**config.mk**
```make
export PLATFORM = sky130hd
export DESIGN_NAME = shot_clock_timer
export DESIGN_NICKNAME = d
export VERILOG_FILES = /design/src/rtl/shot_clock_timer.sv
export SDC_FILE = /design/constraint.sdc
export NUM_CORES = 1
export LEC_CHECK = 0
export ABC_AREA = 1
export BUFFER_PORTS_ARGS = -buffer_cell sky130_fd_sc_hd__buf_2
export CAP_MARGIN = 20
export CORE_ASPECT_RATIO = 0.75
export CORE_MARGIN = 2
export CORE_UTILIZATION = 41
export CTS_BUF_LIST = sky130_fd_sc_hd__clkbuf_8
export DETAILED_ROUTE_END_ITERATION = 10
export GPL_TIMING_DRIVEN = 0
export PLACE_DENSITY = 0.66
export SLEW_MARGIN = 20
export SYNTH_ARGS = -nofsm -noshare
export SYNTH_HDL_FRONTEND = slang
export SYNTH_SLANG_ARGS = --single-unit
```
**constraint.sdc**
```tcl
create_clock -name clk -period 3.7 [get_ports clk]
set_clock_uncertainty 0.1 [all_clocks]
set_input_delay 0.74 -clock clk [delete_from_list [all_inputs] [get_ports clk]]
set_output_delay 0.74 -clock clk [all_outputs]
set_load 0.02 [all_outputs]
```
**src/rtl/shot_clock_timer.sv**
```systemverilog
// ---------------------------------------------------------------------------
// shot_clock_timer
//
// Countdown shot clock for the scoreboard. Holds a packed multi-digit BCD
// count that decrements once per second (derived from clk by an internal
// prescaler), with a run/pause/expired state machine, a full reload, a short
// "raise-to-N-if-lower" reload, a low-time warning flag and an optional expiry
// buzzer. Feeds the existing BCD-to-7-segment display drivers directly.
//
// Optional feature macro: SHOT_CLOCK_BUZZER_EN
//   defined   -> buzz pulses for BUZZ_SEC seconds when the clock expires
//   undefined -> buzz is tied low and no buzzer counter is built
//
// Parameters:
//   DIGITS     number of BCD digits (value width 4*DIGITS)
//   TICK_DIV   clk cycles per one-second tick (>= 2)
//   FULL_BCD   full reload value, packed BCD, nonzero
//   SHORT_BCD  short reload value, packed BCD, <= FULL_BCD
//   WARN_BCD   warning threshold, packed BCD
//   BUZZ_SEC   buzzer duration in seconds (buzzer build only)
//
// Ports:
//   clk           in   system clock
//   rst           in   synchronous active-high reset
//   start         in   strobe: start, resume, or restart after expiry
//   pause         in   strobe: toggle RUN/PAUSE
//   reload        in   strobe: load FULL_BCD
//   reload_short  in   strobe: raise value to SHORT_BCD if below it
//   value_bcd     out  current count, packed BCD, MS digit on top
//   sec_tick      out  one-cycle pulse on each decrement
//   running       out  high in RUN
//   warn          out  high in RUN/PAUSE with 0 < value <= WARN_BCD
//   expired       out  high in EXPIRED
//   buzz          out  expiry buzzer drive
// ---------------------------------------------------------------------------
module shot_clock_timer #(
  parameter int DIGITS = 2,
  parameter int TICK_DIV = 50_000_000,
  parameter logic [4*DIGITS-1:0] FULL_BCD = 'h24,
  parameter logic [4*DIGITS-1:0] SHORT_BCD = 'h14,
  parameter logic [4*DIGITS-1:0] WARN_BCD = 'h05,
  parameter int BUZZ_SEC = 3
) (
  input  logic                  clk,
  input  logic                  rst,
  input  logic                  start,
  input  logic                  pause,
  input  logic                  reload,
  input  logic                  reload_short,
  output logic [4*DIGITS-1:0]   value_bcd,
  output logic                  sec_tick,
  output logic                  running,
  output logic                  warn,
  output logic                  expired,
  output logic                  buzz
);

  localparam int VW = 4 * DIGITS;
  localparam int PW = $clog2(TICK_DIV);
  localparam logic [PW-1:0] PRE_MAX = PW'(TICK_DIV - 1);
  localparam logic [VW-1:0] ONE = VW'(1);

  // Elaboration-time sanity check of the configuration.
  if (TICK_DIV < 2 || BUZZ_SEC < 0) begin : g_bad_cfg
    $error("shot_clock_timer: TICK_DIV must be >= 2 and BUZZ_SEC >= 0");
  end

  typedef enum logic [1:0] {
    S_IDLE    = 2'd0,
    S_RUN     = 2'd1,
    S_PAUSE   = 2'd2,
    S_EXPIRED = 2'd3
  } state_t;

  state_t          state, state_n;
  logic [VW-1:0]   value_n;
  logic [PW-1:0]   presc, presc_n, presc_inc;
  logic            at_wrap;
  logic            tick_n;
  logic            running_n, warn_n, expired_n;

  // Decrement a packed BCD word by one. A zero digit becomes 9 and the
  // borrow ripples into the next digit up. Callers never pass zero.
  function automatic logic [VW-1:0] bcd_dec(input logic [VW-1:0] v);
    logic [VW-1:0] r;
    logic          borrow;
    r = v;
    borrow = 1'b1;
    for (int i = 0; i < DIGITS; i++) begin
      if (borrow) begin
        if (v[4*i +: 4] == 4'd0) begin
          r[4*i +: 4] = 4'd9;
        end else begin
          r[4*i +: 4] = v[4*i +: 4] - 4'd1;
          borrow = 1'b0;
        end
      end
    end
    return r;
  endfunction

  // State, count, prescaler and all flag outputs are registered here.
  always_ff @(posedge clk) begin
    if (rst) begin
      state     <= S_IDLE;
      value_bcd <= FULL_BCD;
      presc     <= '0;
      sec_tick  <= 1'b0;
      running   <= 1'b0;
      warn      <= 1'b0;
      expired   <= 1'b0;
    end else begin
      state     <= state_n;
      value_bcd <= value_n;
      presc     <= presc_n;
      sec_tick  <= tick_n;
      running   <= running_n;
      warn      <= warn_n;
      expired   <= expired_n;
    end
  end

  // Next-state logic. Strobes are resolved in priority order
  // reload > reload_short > start > pause; only one of them acts.
  // A start seen in RUN is ignored but still masks pause. The tick is
  // suppressed by either reload, but not by pause, so a pause landing on
  // the tick still decrements (and expiry beats the pause).
  always_comb begin
    state_n   = state;
    value_n   = value_bcd;
    presc_n   = presc;
    tick_n    = 1'b0;
    at_wrap   = (presc == PRE_MAX);
    presc_inc = at_wrap ? '0 : presc + 1'b1;

    if (reload || reload_short) begin
      if (reload) begin
        value_n = FULL_BCD;
        presc_n = '0;
      end else if (value_bcd < SHORT_BCD) begin
        value_n = SHORT_BCD;
        presc_n = '0;
      end else if (state == S_RUN) begin
        // No raise needed: the second keeps running, but this cycle
        // cannot produce a decrement.
        presc_n = presc_inc;
      end
      if (state != S_RUN && state != S_PAUSE) begin
        state_n = S_IDLE;
      end
    end else if (start && state != S_RUN) begin
      if (state == S_EXPIRED) begin
        value_n = FULL_BCD;
        presc_n = '0;
      end
      state_n = S_RUN;
    end else if (state == S_RUN) begin
      presc_n = presc_inc;
      if (pause && !start) begin
        state_n = S_PAUSE;
      end
      if (at_wrap) begin
        tick_n = 1'b1;
        if (value_bcd <= ONE) begin
          value_n = '0;
          state_n = S_EXPIRED;
        end else begin
          value_n = bcd_dec(value_bcd);
        end
      end
    end else if (state == S_PAUSE && pause) begin
      state_n = S_RUN;
    end

    // The prescaler only carries a partial second through RUN/PAUSE.
    if (state_n == S_IDLE || state_n == S_EXPIRED) begin
      presc_n = '0;
    end

    running_n = (state_n == S_RUN);
    expired_n = (state_n == S_EXPIRED);
    warn_n    = (state_n == S_RUN || state_n == S_PAUSE) &&
                (value_n != '0) && (value_n <= WARN_BCD);
  end

`ifdef SHOT_CLOCK_BUZZER_EN
  localparam int BUZZ_LEN = BUZZ_SEC * TICK_DIV;
  localparam int BW = (BUZZ_LEN < 2) ? 1 : $clog2(BUZZ_LEN);

  if (BUZZ_SEC < 1) begin : g_bad_buzz
    $error("shot_clock_timer: BUZZ_SEC must be >= 1 in the buzzer build");
  end

  logic [BW-1:0] buzz_cnt, buzz_cnt_n;
  logic          buzz_n;

  // The buzzer counter is loaded on the cycle the state enters EXPIRED and
  // counts down while we stay there; leaving EXPIRED for any reason
  // (reload, reload_short, start, rst) silences it at once.
  always_comb begin
    buzz_n     = 1'b0;
    buzz_cnt_n = '0;
    if (state_n == S_EXPIRED) begin
      if (state != S_EXPIRED) begin
        buzz_n     = 1'b1;
        buzz_cnt_n = BW'(BUZZ_LEN - 1);
      end else if (buzz && buzz_cnt != '0) begin
        buzz_n     = 1'b1;
        buzz_cnt_n = buzz_cnt - 1'b1;
      end
    end
  end

  // Buzzer registers.
  always_ff @(posedge clk) begin
    if (rst) begin
      buzz     <= 1'b0;
      buzz_cnt <= '0;
    end else begin
      buzz     <= buzz_n;
      buzz_cnt <= buzz_cnt_n;
    end
  end
`else
  assign buzz = 1'b0;
`endif

endmodule

```
==> metrics.txt, run 1 <==
# TYPE chip_impl_metric gauge
chip_impl_metric{name="syn-num-nets",unit=""} 387
chip_impl_metric{name="timing.final.hold_violations",unit=""} 0
chip_impl_metric{name="report.power.total",unit="mW"} 0.955
chip_impl_metric{name="tritoncts.num_buffers",unit=""} 5
chip_impl_metric{name="synth_area_per_inst",unit="µm²"} 6.58
chip_impl_metric{name="die_width",unit="µm"} 93.9
chip_impl_metric{name="relSlewSlack",unit=""} 0.604
chip_impl_info{name="synth_top_family_by_area",value="simple AND/OR/NAND/NOR gates"} 1
chip_impl_metric{name="post_drt_via_cell_ratio",unit=""} 5.03
chip_impl_metric{name="yosys_register_bits",unit=""} 40
chip_impl_metric{name="critical_path_buf_inv_count",unit=""} 3
chip_impl_info{name="cpMostUsedCell",value="nand2_1"} 1
chip_impl_metric{name="yosys_warnings",unit=""} 0
chip_impl_metric{name="report.final.setup_viol",unit=""} 0
chip_impl_metric{name="grt_start_max_net_pins",unit=""} 13
chip_impl_metric{name="groute.usage.overall",unit=""} 0.197
chip_impl_metric{name="fin_crit_sh",unit=""} 0.757
chip_impl_metric{name="leakagePower",unit="nW"} 1.16
chip_impl_metric{name="holdBufCountCts",unit=""} 0
chip_impl_metric{name="dr_wl_met3",unit="µm"} 262
chip_impl_metric{name="timing.critical_path.fanout_max",unit=""} 10
chip_impl_metric{name="arithmetic_cell_share_of_the_synthesized_area_counting_full_adders_half_adders_and_majority_gates",unit=""} 0.0151
chip_impl_info{name="top_signal_layer_used",value="met4"} 1
chip_impl_metric{name="post_cts_buffers",unit=""} 0
chip_impl_info{name="worst_path_max_delay_cell",value="dfxtp_1"} 1
chip_impl_metric{name="timing.critical_path.required",unit="ps"} 3850
chip_impl_metric{name="synth_async_reset_ratio",unit=""} 0
chip_impl_metric{name="routed_wirelength",unit="µm"} 6050
chip_impl_info{name="synthTopCellsByArea",value="dfxtp_1 (32%), nand2_1 (13%), nor2_1 (9.5%), inv_1 (7.4%), nand3_1 (6.2%)"} 1
chip_impl_metric{name="placeableCoreArea",unit="µm²"} 5830
chip_impl_info{name="yosys_most_used_dff",value="dfxtp_1"} 1
chip_impl_metric{name="design.final.nets",unit=""} 411
chip_impl_metric{name="fp.dieH",unit="µm"} 71.5
chip_impl_metric{name="met2RoutedLength",unit="µm"} 2380
chip_impl_metric{name="clkTransAtPathRegs",unit="ps"} 80
chip_impl_metric{name="dr_total_vias",unit=""} 2414
chip_impl_metric{name="cts_repair_resize_count",unit=""} 0
chip_impl_metric{name="timing.critical_path.slowest_cell_delay",unit="ps"} 390
chip_impl_info{name="crit_path_end_kind",value="flop"} 1
chip_impl_metric{name="sequential_cell_area",unit="µm²"} 801
chip_impl_metric{name="drc_errors",unit=""} 0
chip_impl_metric{name="synth-xor-area-share",unit=""} 0.0387
chip_impl_info{name="clock-root-buffer",value="clkbuf_8"} 1
chip_impl_metric{name="vias_in_the_first_global_route",unit=""} 2142
chip_impl_metric{name="syn-cell-area",unit="µm²"} 2490
chip_impl_metric{name="ios",unit=""} 19
chip_impl_metric{name="worst_ep_arrival_time",unit="ps"} 2950
chip_impl_info{name="path_cells",value="nand2_1, nor2_2, nand2_1, inv_1, nand2_1, nor2_4, nand2_1, nand2_1, o21ai_1, a22oi_2, ha_1, nand2_1, a21oi_4, inv_4, or2_1, inv_1"} 1
chip_impl_metric{name="number_of_antenna_violations_at_the_first_check_in_global_routing",unit=""} 0
chip_impl_metric{name="report.final.slew_viol_count",unit=""} 0
chip_impl_metric{name="synth_cell_types",unit=""} 43
chip_impl_metric{name="dp_hpwl",unit="µm"} 4700
chip_impl_metric{name="n_fill_cell",unit=""} 602
chip_impl_metric{name="ratio_of_cells_with_drive_above_1_in_the_final_layout",unit=""} 0.132
chip_impl_metric{name="netlist.area_leader.share",unit=""} 0.322
chip_impl_metric{name="synthCells",unit=""} 378
chip_impl_metric{name="grt_first_pass_wirelength",unit="µm"} 10300
chip_impl_metric{name="placement.io_buffers",unit=""} 17
chip_impl_info{name="worst_path_dominant_cell_family",value="simple AND/OR/NAND/NOR gates"} 1
chip_impl_metric{name="cts.sink_count",unit=""} 40
chip_impl_metric{name="finalCriticalPeriod",unit="ps"} 2800
chip_impl_info{name="path_class",value="reg -> reg"} 1
chip_impl_metric{name="clkLatencyLatePin",unit="ps"} 300
chip_impl_metric{name="synth-compound-area-share",unit=""} 0.0971
chip_impl_metric{name="drtPass1Iterations",unit=""} 5
chip_impl_metric{name="routed_wire_length_per_instance",unit="µm"} 12.6
chip_impl_metric{name="total_negative_setup_slack",unit="ps"} 0
chip_impl_info{name="rsz_0062_raised_after_global_routing",value="no"} 1
chip_impl_info{name="synth.most_common_cell",value="nand2_1"} 1
chip_impl_metric{name="synth_simple_gate_area_share",unit=""} 0.431
chip_impl_metric{name="timing.reg2reg.setup_slack",unit="ps"} 900
chip_impl_metric{name="wirelength_met1",unit="µm"} 3300
chip_impl_metric{name="fmaxAchievable",unit="MHz"} 357
chip_impl_metric{name="powerDensity",unit="nW/µm²"} 341
chip_impl_info{name="tritoncts_clock_tree",value="built"} 1
chip_impl_metric{name="synth_mux_area_frac",unit=""} 0
chip_impl_info{name="synthDominantAreaCellType",value="dfxtp_1"} 1
chip_impl_metric{name="drtAntennaViolNets",unit=""} 0
chip_impl_metric{name="cts_max_path_buffers",unit=""} 2
chip_impl_metric{name="synth_edf_count",unit=""} 0
chip_impl_metric{name="total_die_area",unit="µm²"} 6710
chip_impl_info{name="min_path_type",value="reg -> reg"} 1
chip_impl_metric{name="worst-slew-pin-transition",unit="ps"} 589
chip_impl_metric{name="largest_voltage_drop_on_the_vdd_net",unit="µV"} 143
chip_impl_metric{name="synth_sequential_area_ratio",unit=""} 0.322
chip_impl_metric{name="start_util",unit=""} 0.427
chip_impl_metric{name="areaGrowthSynthToFinish",unit="%"} 12.5
chip_impl_metric{name="gp_congestion",unit=""} 0.923
chip_impl_metric{name="dr.first_iter.drc_count",unit=""} 186
chip_impl_metric{name="multi_input_comb_area",unit="µm²"} 1450
chip_impl_metric{name="antennaDiodeCount",unit=""} 0
chip_impl_info{name="status",value="finished clean"} 1
chip_impl_metric{name="std_cell_rows",unit=""} 24
chip_impl_metric{name="maxCapViolations",unit=""} 0
chip_impl_info{name="cp-start-kind",value="flop"} 1
chip_impl_info{name="synth_common_cells",value="nand2_1 (85), nor2_1 (63), inv_1 (49)"} 1
chip_impl_metric{name="cts_max_level",unit=""} 2
chip_impl_metric{name="grt_overflow",unit=""} 0
## cells by family after synthesis
logic type      count (synthesis)
fa+ha+maj                       3
simple gates                  228
flops                          40
other cells                     1
buf+inv                        57
xor+xnor                       11
compound gates                 38
## report_power, final
group	internal (mW)	switching [mW]
Clock	0.266	0.161
Combinational	0.0277	0.0627
Sequential	0.434	0.00402
Total	0.727	0.228
## sequential cells by signal (all words and copies together) (netlist names)
register   count
running        1
warn           1
presc         26
sec_tick       1
value_bcd      8
state          2
expired        1
## path summary, 6_finish.rpt
check	startpoint	end	cells after the start
setup / recovery	presc[13]	presc[2]	16
hold / removal	presc[23]	presc[23]	2
setup reg to reg	presc[13]	presc[2]	16
hold reg to reg	presc[23]	presc[23]	2
## cells in the final DEF, fill, tap and decap left out, types with 2 or more instances in the layout
cell / n
xor2_1: 10
a21oi_1: 14
nand3_1: 31
nand2_2: 2
buf_2: 18
nor4_1: 4
dfxtp_1: 40
ha_1: 3
nor2_1: 63
o21ai_1: 2
clkbuf_8: 5
inv_1: 49
nand4_1: 9
o21ai_0: 11
inv_4: 2
nor2_4: 6
nor3_1: 13
nor2_2: 5
a211oi_1: 3
nor3b_1: 2
bufinv_16: 2
nand2_1: 85
## tightest hold or removal path: stages, from the launching register on
cell and delay, ps:
dfxtp_1 330, inv_1 50, a211oi_1 60
## layout make-up
class / instances / share of cell area
flip-flops and latches: 40 / 0.286
repair buffers: 17 / 0.0304
well taps: 78 / 0.0349
multi-input cells: 281 / 0.518
clock buffers: 5 / 0.0246
plain buffers: 4 / 0.00983
inverters: 53 / 0.0747
clock inverters: 2 / 0.0215
## metal layers
| layer | up-vias | track usage |
|---|---|---|
| li1 | 1263 | - |
| met1 | 1091 | 0.303 |
| met2 | 51 | 0.271 |
| met3 | 9 | 0.0358 |
| met4 | 0 | 0.0709 |
| met5 | - | 0 |
## per-stage QoR
step / instance area (µm²) / utilization / worst slack, ps / instances / hold WS (ps)
final: 2800 / 0.480 / 900 / 480 / 382
after global routing: 2800 / 0.480 / 638 / 480 / 423
after CTS: 2800 / 0.480 / 909 / 480 / 383
after detailed placement: 2670 / 0.458 / 844 / 473 / 370
after global placement: 2670 / 0.458 / 776 / 473 / 365
after floorplan: 2490 / - / 1420 / 378 / 347
Power figures use the tool's default switching activity.
==> run 2: changes to the inputs <==
--- a/config.mk
+++ b/config.mk
@@ -5,7 +5,7 @@
 export SDC_FILE = /design/constraint.sdc
 export NUM_CORES = 1
 export LEC_CHECK = 0
-export ABC_AREA = 1
+export ABC_AREA = 0
 export BUFFER_PORTS_ARGS = -buffer_cell sky130_fd_sc_hd__buf_2
 export CAP_MARGIN = 20
 export CORE_ASPECT_RATIO = 0.75
==> constraint.sdc (replaced) <==
create_clock -name clk -period 2.75 [get_ports clk]
set_clock_uncertainty 0.1 [all_clocks]
set_input_delay 0.55 -clock clk [delete_from_list [all_inputs] [get_ports clk]]
set_output_delay 0.55 -clock clk [all_outputs]
set_load 0.02 [all_outputs]
==> run 2 against run 1 <==
  * Register-to-register slack lost 790 ps
  * Highest routed layer unchanged
  * Sequential cell count is the same
  * Sequential share of layout area up 2.8 points
  * Largest cell class unchanged
  * Combinational power shrank 30%
  * Via count is 22% lower
  * Largest power group unchanged
  * Critical path type unchanged
  * Worst setup slack worse by 790 ps
==> metrics.txt, run 2 <==
# TYPE chip_impl_metric gauge
chip_impl_metric{name="groute.usage.overall",unit=""} 0.173
chip_impl_metric{name="synth_async_reset_ratio",unit=""} 0
chip_impl_metric{name="ios",unit=""} 19
chip_impl_metric{name="synthCells",unit=""} 263
chip_impl_metric{name="timing.critical_path.required",unit="ps"} 2830
chip_impl_metric{name="timing.critical_path.fanout_max",unit=""} 10
chip_impl_metric{name="yosys_warnings",unit=""} 0
chip_impl_metric{name="finalCriticalPeriod",unit="ps"} 2640
chip_impl_info{name="top_regs",value="presc x26, value_bcd x8, state x2"} 1
chip_impl_metric{name="fin_worst_hold_slack",unit="ps"} 395
chip_impl_metric{name="synth_area_per_inst",unit="µm²"} 8.30
chip_impl_metric{name="fmaxAchievable",unit="MHz"} 379
chip_impl_metric{name="netlist.area_leader.share",unit=""} 0.367
chip_impl_metric{name="synth_edf_count",unit=""} 0
chip_impl_metric{name="place_worst_setup_slack",unit="ps"} -574
chip_impl_metric{name="dp_hpwl",unit="µm"} 3640
chip_impl_metric{name="design.final.nets",unit=""} 301
chip_impl_metric{name="ratio_of_cells_with_drive_above_1_in_the_final_layout",unit=""} 0.183
chip_impl_info{name="synth_top_family_by_area",value="simple AND/OR/NAND/NOR gates"} 1
chip_impl_metric{name="placedCellCount",unit=""} 350
chip_impl_metric{name="maxCapViolations",unit=""} 0
chip_impl_metric{name="synth-compound-area-share",unit=""} 0.143
chip_impl_info{name="synthTopCellsByArea",value="dfxtp_1 (37%), nor2_1 (7.7%), xor2_1 (6.8%), nand2_1 (4.0%), nand3_1 (3.2%)"} 1
chip_impl_metric{name="internal-power",unit="mW"} 0.767
chip_impl_metric{name="clkLatencyLatePin",unit="ps"} 290
chip_impl_metric{name="drtPass1Iterations",unit=""} 4
chip_impl_metric{name="syn-num-nets",unit=""} 272
chip_impl_metric{name="number_of_antenna_violations_at_the_first_check_in_global_routing",unit=""} 0
chip_impl_metric{name="relSlewSlack",unit=""} 0.626
chip_impl_metric{name="fin_crit_sh",unit=""} 0.960
chip_impl_metric{name="cts.sink_count",unit=""} 40
chip_impl_info{name="layout.cells.most_common_list",value="nor2_1 (44), dfxtp_1 (40), nand2_1 (22)"} 1
chip_impl_metric{name="antennaDiodeCount",unit=""} 0
chip_impl_metric{name="routed_wire_length_per_instance",unit="µm"} 13.5
chip_impl_info{name="layout_commonest_cell",value="nor2_1"} 1
chip_impl_metric{name="drc_errors",unit=""} 0
chip_impl_metric{name="clk_network_pwr_share",unit=""} 0.353
chip_impl_metric{name="synth-xor-area-share",unit=""} 0.0923
chip_impl_metric{name="arithmetic_cell_share_of_the_synthesized_area_counting_full_adders_half_adders_and_majority_gates",unit=""} 0.0172
chip_impl_metric{name="start_util",unit=""} 0.436
chip_impl_info{name="path_class",value="reg -> reg"} 1
chip_impl_metric{name="largest_voltage_drop_on_the_vdd_net",unit="µV"} 285
chip_impl_info{name="synthDominantAreaCellType",value="dfxtp_1"} 1
chip_impl_metric{name="power.switching_fraction",unit=""} 0.231
chip_impl_metric{name="pwr-share-comb",unit=""} 0.064
chip_impl_metric{name="placement.io_buffers",unit=""} 15
chip_impl_info{name="tritoncts_clock_tree",value="built"} 1
chip_impl_metric{name="dr.first_iter.drc_count",unit=""} 208
chip_impl_metric{name="powerDensity",unit="nW/µm²"} 392
chip_impl_metric{name="synth_cell_types",unit=""} 51
chip_impl_metric{name="synth_simple_gate_area_share",unit=""} 0.341
chip_impl_metric{name="worst_ep_arrival_time",unit="ps"} 2720
chip_impl_metric{name="yosys_register_bits",unit=""} 40
chip_impl_metric{name="synth_sequential_area_ratio",unit=""} 0.367
chip_impl_metric{name="seq_power_share",unit=""} 0.583
chip_impl_metric{name="synth_mux_area_frac",unit=""} 0.00975
chip_impl_info{name="synth_common_cells",value="nor2_1 (45), dfxtp_1 (40), nand2_1 (23)"} 1
chip_impl_info{name="yosys_most_used_dff",value="dfxtp_1"} 1
chip_impl_metric{name="areaGrowthSynthToFinish",unit="%"} 16.7
chip_impl_info{name="crit_path_end_kind",value="flop"} 1
chip_impl_info{name="synth.most_common_cell",value="nor2_1"} 1
chip_impl_info{name="max_flop_register",value="presc"} 1
chip_impl_metric{name="gp_congestion",unit=""} 0.889
chip_impl_metric{name="grt_start_max_net_pins",unit=""} 11
chip_impl_metric{name="sequential_cell_area",unit="µm²"} 801
chip_impl_info{name="cp-start-kind",value="flop"} 1
chip_impl_info{name="min_path_type",value="reg -> reg"} 1
chip_impl_metric{name="drtAntennaViolNets",unit=""} 0
chip_impl_metric{name="grt_overflow",unit=""} 0
chip_impl_metric{name="cts_max_path_buffers",unit=""} 2
chip_impl_metric{name="worst-slew-pin-transition",unit="ps"} 559
chip_impl_metric{name="post_drt_via_cell_ratio",unit=""} 5.22
chip_impl_metric{name="largest_reg_flops",unit=""} 26
chip_impl_metric{name="n_fill_cell",unit=""} 494
chip_impl_metric{name="cts_max_level",unit=""} 2
chip_impl_metric{name="net-switching-power",unit="mW"} 0.231
chip_impl_metric{name="holdPathStages",unit=""} 2
chip_impl_metric{name="layoutNonFillerInstCount",unit=""} 362
chip_impl_metric{name="dr_total_vias",unit=""} 1890
chip_impl_metric{name="finalWorstSetupSlack",unit="ps"} 111
chip_impl_metric{name="std_cell_rows",unit=""} 22
chip_impl_info{name="status",value="finished clean"} 1
chip_impl_metric{name="report.final.slew_viol_count",unit=""} 0
chip_impl_info{name="clock-root-buffer",value="clkbuf_8"} 1
chip_impl_metric{name="worst_r2r_path_depth",unit=""} 12
chip_impl_metric{name="vias_in_the_first_global_route",unit=""} 1544
chip_impl_metric{name="total_die_area",unit="µm²"} 5930
chip_impl_metric{name="tritoncts.num_buffers",unit=""} 5
chip_impl_metric{name="die_width",unit="µm"} 88.2
chip_impl_metric{name="leakagePower",unit="nW"} 0.933
chip_impl_metric{name="grt_first_pass_wirelength",unit="µm"} 7870
chip_impl_metric{name="clkTransAtPathRegs",unit="ps"} 70
chip_impl_metric{name="timing.final.hold_violations",unit=""} 0
chip_impl_metric{name="syn-cell-area",unit="µm²"} 2180
chip_impl_metric{name="placeableCoreArea",unit="µm²"} 5010
chip_impl_metric{name="holdBufCountCts",unit=""} 0
chip_impl_metric{name="multi_input_comb_area",unit="µm²"} 1380
chip_impl_metric{name="report.final.setup_viol",unit=""} 0
chip_impl_metric{name="fp.dieH",unit="µm"} 67.2
chip_impl_metric{name="routed_wirelength",unit="µm"} 4900
[run 2: cell types whose count changed after synthesis, sizes merged, moves of 8 or more]
cell,previous run,this run
clkbuf,1,9
inv,53,4
nand2,88,23
nand3,32,14
nor2,75,45
nor2b,0,8
[run 2: cell type report]
cell class | count | share of cell area
Tap cell | 72 | 0.0354
Sequential cell | 40 | 0.314
Timing Repair Buffer | 22 | 0.0501
Buffer | 11 | 0.0265
Multi-Input combinational cell | 208 | 0.541
Clock buffer | 5 | 0.0270
Inverter | 4 | 0.00589
[run 2: kinds of logic (layout without fill, tap and decap cells)]
logic type,Yosys count,in the layout
AND/OR/NAND/NOR,136,136
AO/OA/AOI/OAI,43,43
flip-flops,40,40
XOR/XNOR,23,23
buffers and inverters,15,42
adder cells (fa/ha/maj),3,3
multiplexers,2,2
other,1,1
[run 2: path summary, 6_finish.rpt]
path	slack, ps	startpoint	to
worst max-delay path	110	presc[8]	presc[12]
worst min-delay path	400	presc[1]	presc[1]
worst max register to register	110	presc[8]	presc[12]
worst min register to register	400	presc[1]	presc[1]
[run 2: what timing repair did]
action                     in CTS  in global routing
setup endpoints to repair      27                 21
hold endpoints to repair        0                  0
resized for setup              13                  6
pin swaps                       2                  5
setup buffers                   0                  7
[run 2: power by group through the flow]
stage / clock, mW / sequential [mW] / combinational [mW]
CTS: 0.369 / 0.582 / 0.0573
finish: 0.353 / 0.582 / 0.0634
detailed placement: 0 / 0.596 / 0.0542
global placement: 0 / 0.595 / 0.0534
floorplan: 0 / 0.596 / 0.0369
global route: 0.390 / 0.582 / 0.0696
[run 2: routing by layer]
| layer | part of all wire | global-route usage |
|---|---|---|
| met5 | 0 | 0 |
| met4 | 0.0094 | 0.0492 |
| met3 | 0.072 | 0.0501 |
| met2 | 0.39 | 0.206 |
| met1 | 0.53 | 0.285 |
[run 2: critical path: stages, from the launching register on]
cell	delay, ps
dfxtp_1	300
buf_2	160
nor4_4	350
nand4_4	150
nor3_4	260
a21oi_2	110
o22ai_1	170
a32o_2	220
ha_1	240
nor2b_4	150
nand2_4	100
clkbuf_8	180
nor2_1	50
[run 2: through the flow]
step | utilization | power, mW | area, µm² | TNS [ps]
finish | 0.508 | 0.998 | 2550 | 0
global placement | 0.469 | 0.649 | 2350 | -9890
global route | 0.508 | 1.04 | 2550 | -57.2
CTS | 0.494 | 1.01 | 2480 | 0
floorplan | - | 0.633 | 2180 | 0
detailed placement | 0.469 | 0.650 | 2350 | -12020
==> run 3: changes to the inputs <==
==> constraint.sdc (replaced) <==
create_clock -name clk -period 3.06 [get_ports clk]
set_clock_uncertainty 0.1 [all_clocks]
set_input_delay 0.612 -clock clk [delete_from_list [all_inputs] [get_ports clk]]
set_output_delay 0.612 -clock clk [all_outputs]
set_load 0.02 [all_outputs]
==> run 3 against run 2 <==
  * Cell count decreased by 1.9%
  * Routed wire length decreased by 3.2%
  * Worst setup slack improved by 120 ps
  * Final area decreased by 4.0%
  * Critical path type unchanged
  * Power decreased by 11%
  * Worst hold slack improved by 5.0 ps
  * Die area unchanged
  * Sequential cell count unchanged
  * Sequential power decreased by 10%
  * Global-route usage about the same
  * Count of clock-buffer cells in the layout unchanged
==> metrics.txt, run 3 (same netlist as run 2, synthesis figures left out) <==
# TYPE chip_impl_metric gauge
chip_impl_metric{name="maxCapViolations",unit=""} 0
chip_impl_info{name="globalRoute.busiestLayer",value="met1"} 1
chip_impl_metric{name="report.final.slew_viol_count",unit=""} 0
chip_impl_metric{name="drtAntennaViolNets",unit=""} 0
chip_impl_metric{name="cts_max_path_buffers",unit=""} 2
chip_impl_metric{name="groute.layer.met2.usage",unit=""} 0.207
chip_impl_info{name="status",value="finished clean"} 1
chip_impl_metric{name="antennaDiodeCount",unit=""} 0
chip_impl_metric{name="design.final.nets",unit=""} 294
chip_impl_metric{name="largest_reg_flops",unit=""} 26
chip_impl_metric{name="dr_total_vias",unit=""} 1864
chip_impl_info{name="cp-start-kind",value="flop"} 1
chip_impl_metric{name="tritoncts.num_buffers",unit=""} 5
chip_impl_metric{name="powerDensity",unit="nW/µm²"} 364
chip_impl_metric{name="timing.critical_path.required",unit="ps"} 3140
chip_impl_metric{name="dp_hpwl",unit="µm"} 3640
chip_impl_metric{name="grt.met3_usage",unit=""} 0.0513
chip_impl_info{name="layout.cells.most_common_list",value="nor2_1 (45), dfxtp_1 (40), nand2_1 (22)"} 1
chip_impl_metric{name="timing.final.hold_violations",unit=""} 0
chip_impl_metric{name="cts.sink_count",unit=""} 40
chip_impl_metric{name="gp_congestion",unit=""} 0.889
chip_impl_metric{name="ios",unit=""} 19
chip_impl_info{name="tritoncts_clock_tree",value="built"} 1
chip_impl_metric{name="placed_area",unit="µm²"} 2350
chip_impl_metric{name="timing.critical_path.slowest_cell_delay",unit="ps"} 590
chip_impl_info{name="crit_path_end_kind",value="flop"} 1
chip_impl_metric{name="n_fill_cell",unit=""} 507
chip_impl_metric{name="die_width",unit="µm"} 88.2
chip_impl_metric{name="drc_errors",unit=""} 0
chip_impl_info{name="clock-root-buffer",value="clkbuf_8"} 1
chip_impl_metric{name="largest_voltage_drop_on_the_vdd_net",unit="µV"} 264
chip_impl_metric{name="post_drt_via_cell_ratio",unit=""} 5.25
chip_impl_metric{name="std_cell_rows",unit=""} 22
chip_impl_info{name="layout_commonest_cell",value="nor2_1"} 1
chip_impl_info{name="path_cells",value="or4_4, nor4_2, a21oi_1, a31oi_1, o22a_1, ha_1, nor2b_2, nand2_2, clkbuf_4, nor2_1"} 1
chip_impl_metric{name="clkLatencyLatePin",unit="ps"} 290
chip_impl_metric{name="report.final.setup_viol",unit=""} 0
chip_impl_metric{name="number_of_antenna_violations_at_the_first_check_in_global_routing",unit=""} 0
chip_impl_metric{name="start_util",unit=""} 0.436
chip_impl_metric{name="final_cell_area",unit="µm²"} 2450
chip_impl_info{name="top_regs",value="presc x26, value_bcd x8, state x2"} 1
chip_impl_metric{name="grt_first_pass_wirelength",unit="µm"} 7860
chip_impl_metric{name="grt_start_max_net_pins",unit=""} 11
chip_impl_metric{name="total_die_area",unit="µm²"} 5930
chip_impl_info{name="worst_path_dominant_cell_family",value="simple AND/OR/NAND/NOR gates"} 1
chip_impl_info{name="min_path_type",value="reg -> reg"} 1
chip_impl_info{name="max_flop_register",value="presc"} 1
chip_impl_metric{name="drtPass1Iterations",unit=""} 4
chip_impl_metric{name="vias_in_the_first_global_route",unit=""} 1547
chip_impl_metric{name="timing.critical_path.fanout_max",unit=""} 10
chip_impl_metric{name="routed_wire_length_per_instance",unit="µm"} 13.4
chip_impl_metric{name="worst_ep_arrival_time",unit="ps"} 2910
chip_impl_metric{name="holdBufCountCts",unit=""} 0
chip_impl_metric{name="fmaxAchievable",unit="MHz"} 353
chip_impl_metric{name="grt_use_met1",unit=""} 0.286
chip_impl_info{name="worst_path_max_delay_cell",value="or4_4"} 1
chip_impl_metric{name="sequential_cell_area",unit="µm²"} 801
chip_impl_metric{name="leakagePower",unit="nW"} 0.878
chip_impl_metric{name="fin_crit_sh",unit=""} 0.926
chip_impl_metric{name="layout.core_utilization",unit=""} 0.488
chip_impl_metric{name="placeableCoreArea",unit="µm²"} 5010
chip_impl_metric{name="multi_input_comb_area",unit="µm²"} 1340
chip_impl_metric{name="post_cts_buffers",unit=""} 0
chip_impl_metric{name="routed_wirelength",unit="µm"} 4750
chip_impl_metric{name="finalCriticalPeriod",unit="ps"} 2830
chip_impl_metric{name="clkTransAtPathRegs",unit="ps"} 80
chip_impl_metric{name="groute.usage.overall",unit=""} 0.173
chip_impl_metric{name="areaGrowthSynthToFinish",unit="%"} 12.1
chip_impl_metric{name="cts_max_level",unit=""} 2
chip_impl_metric{name="dr.first_iter.drc_count",unit=""} 205
chip_impl_info{name="path_class",value="reg -> reg"} 1
chip_impl_metric{name="fp.dieH",unit="µm"} 67.2
chip_impl_metric{name="ratio_of_cells_with_drive_above_1_in_the_final_layout",unit=""} 0.152
chip_impl_metric{name="placement.io_buffers",unit=""} 15
chip_impl_metric{name="layoutNonFillerInstCount",unit=""} 355
chip_impl_metric{name="grt_overflow",unit=""} 0
chip_impl_metric{name="relSlewSlack",unit=""} 0.656
chip_impl_metric{name="worst-slew-pin-transition",unit="ps"} 513
chip_impl_metric{name="placedCellCount",unit=""} 350
chip_impl_metric{name="critical_path_buf_inv_count",unit=""} 1
chip_impl_info{name="rsz_0062_raised_after_global_routing",value="no"} 1
-- run 3: power breakdown --
| group | total (mW) | switching (mW) | internal (mW) | leakage, nW |
|---|---|---|---|---|
| Sequential | 0.523 | 0.00162 | 0.522 | 0.322 |
| Combinational | 0.0510 | 0.0342 | 0.0169 | 0.520 |
| Clock | 0.317 | 0.170 | 0.147 | 0.0359 |
-- run 3: layout make-up --
type                    count  share of cell area
clock buffers               5              0.0281
plain buffers              11              0.0220
multi-input cells         208               0.549
inverters                   4             0.00614
repair buffers             15              0.0307
flip-flops and latches     40               0.327
well taps                  72              0.0368
-- run 3: path summary, 6_finish.rpt --
| path | from | end | slack, ps | depth (start not counted) |
|---|---|---|---|---|
| max | value_bcd[1] | presc[12] | 230 | 10 |
| min | presc[23] | presc[23] | 400 | 2 |
| max reg2reg | value_bcd[1] | presc[12] | 230 | 10 |
| min reg2reg | presc[23] | presc[23] | 400 | 2 |
-- run 3: per-layer routing --
layer	wire length (µm)	share of wire
met1	2550	0.54
met4	34	0.0072
met2	1830	0.39
met3	333	0.070
met5	0	0
-- run 3: worst reg2reg max path, cell delays in order, from the launching register on --
cell and delay [ps]:
dfxtp_1 360, or4_4 590, nor4_2 270, a21oi_1 160
a31oi_1 190, o22a_1 210, ha_1 250, nor2b_2 190
nand2_2 130, clkbuf_4 220, nor2_1 60
-- run 3: per-stage QoR --
stage | power, mW | hold slack (ps) | setup TNS, ps | worst slack [ps]
6_report | 0.891 | 400 | 0 | 227
3_3_place_gp | 0.583 | 359 | -2990 | -164
2_1_floorplan | 0.569 | 341 | 0 | 356
3_5_place_dp | 0.584 | 392 | -4680 | -264
4_1_cts | 0.904 | 402 | 0 | 47.9
5_1_grt | 0.930 | 423 | 0 | 36.7
-- run 3: what timing repair did --
action / 4_1_cts / 5_1_grt
setup endpoints to repair: 20 / 20
cloned: 0 / 0
resized for setup: 5 / 7
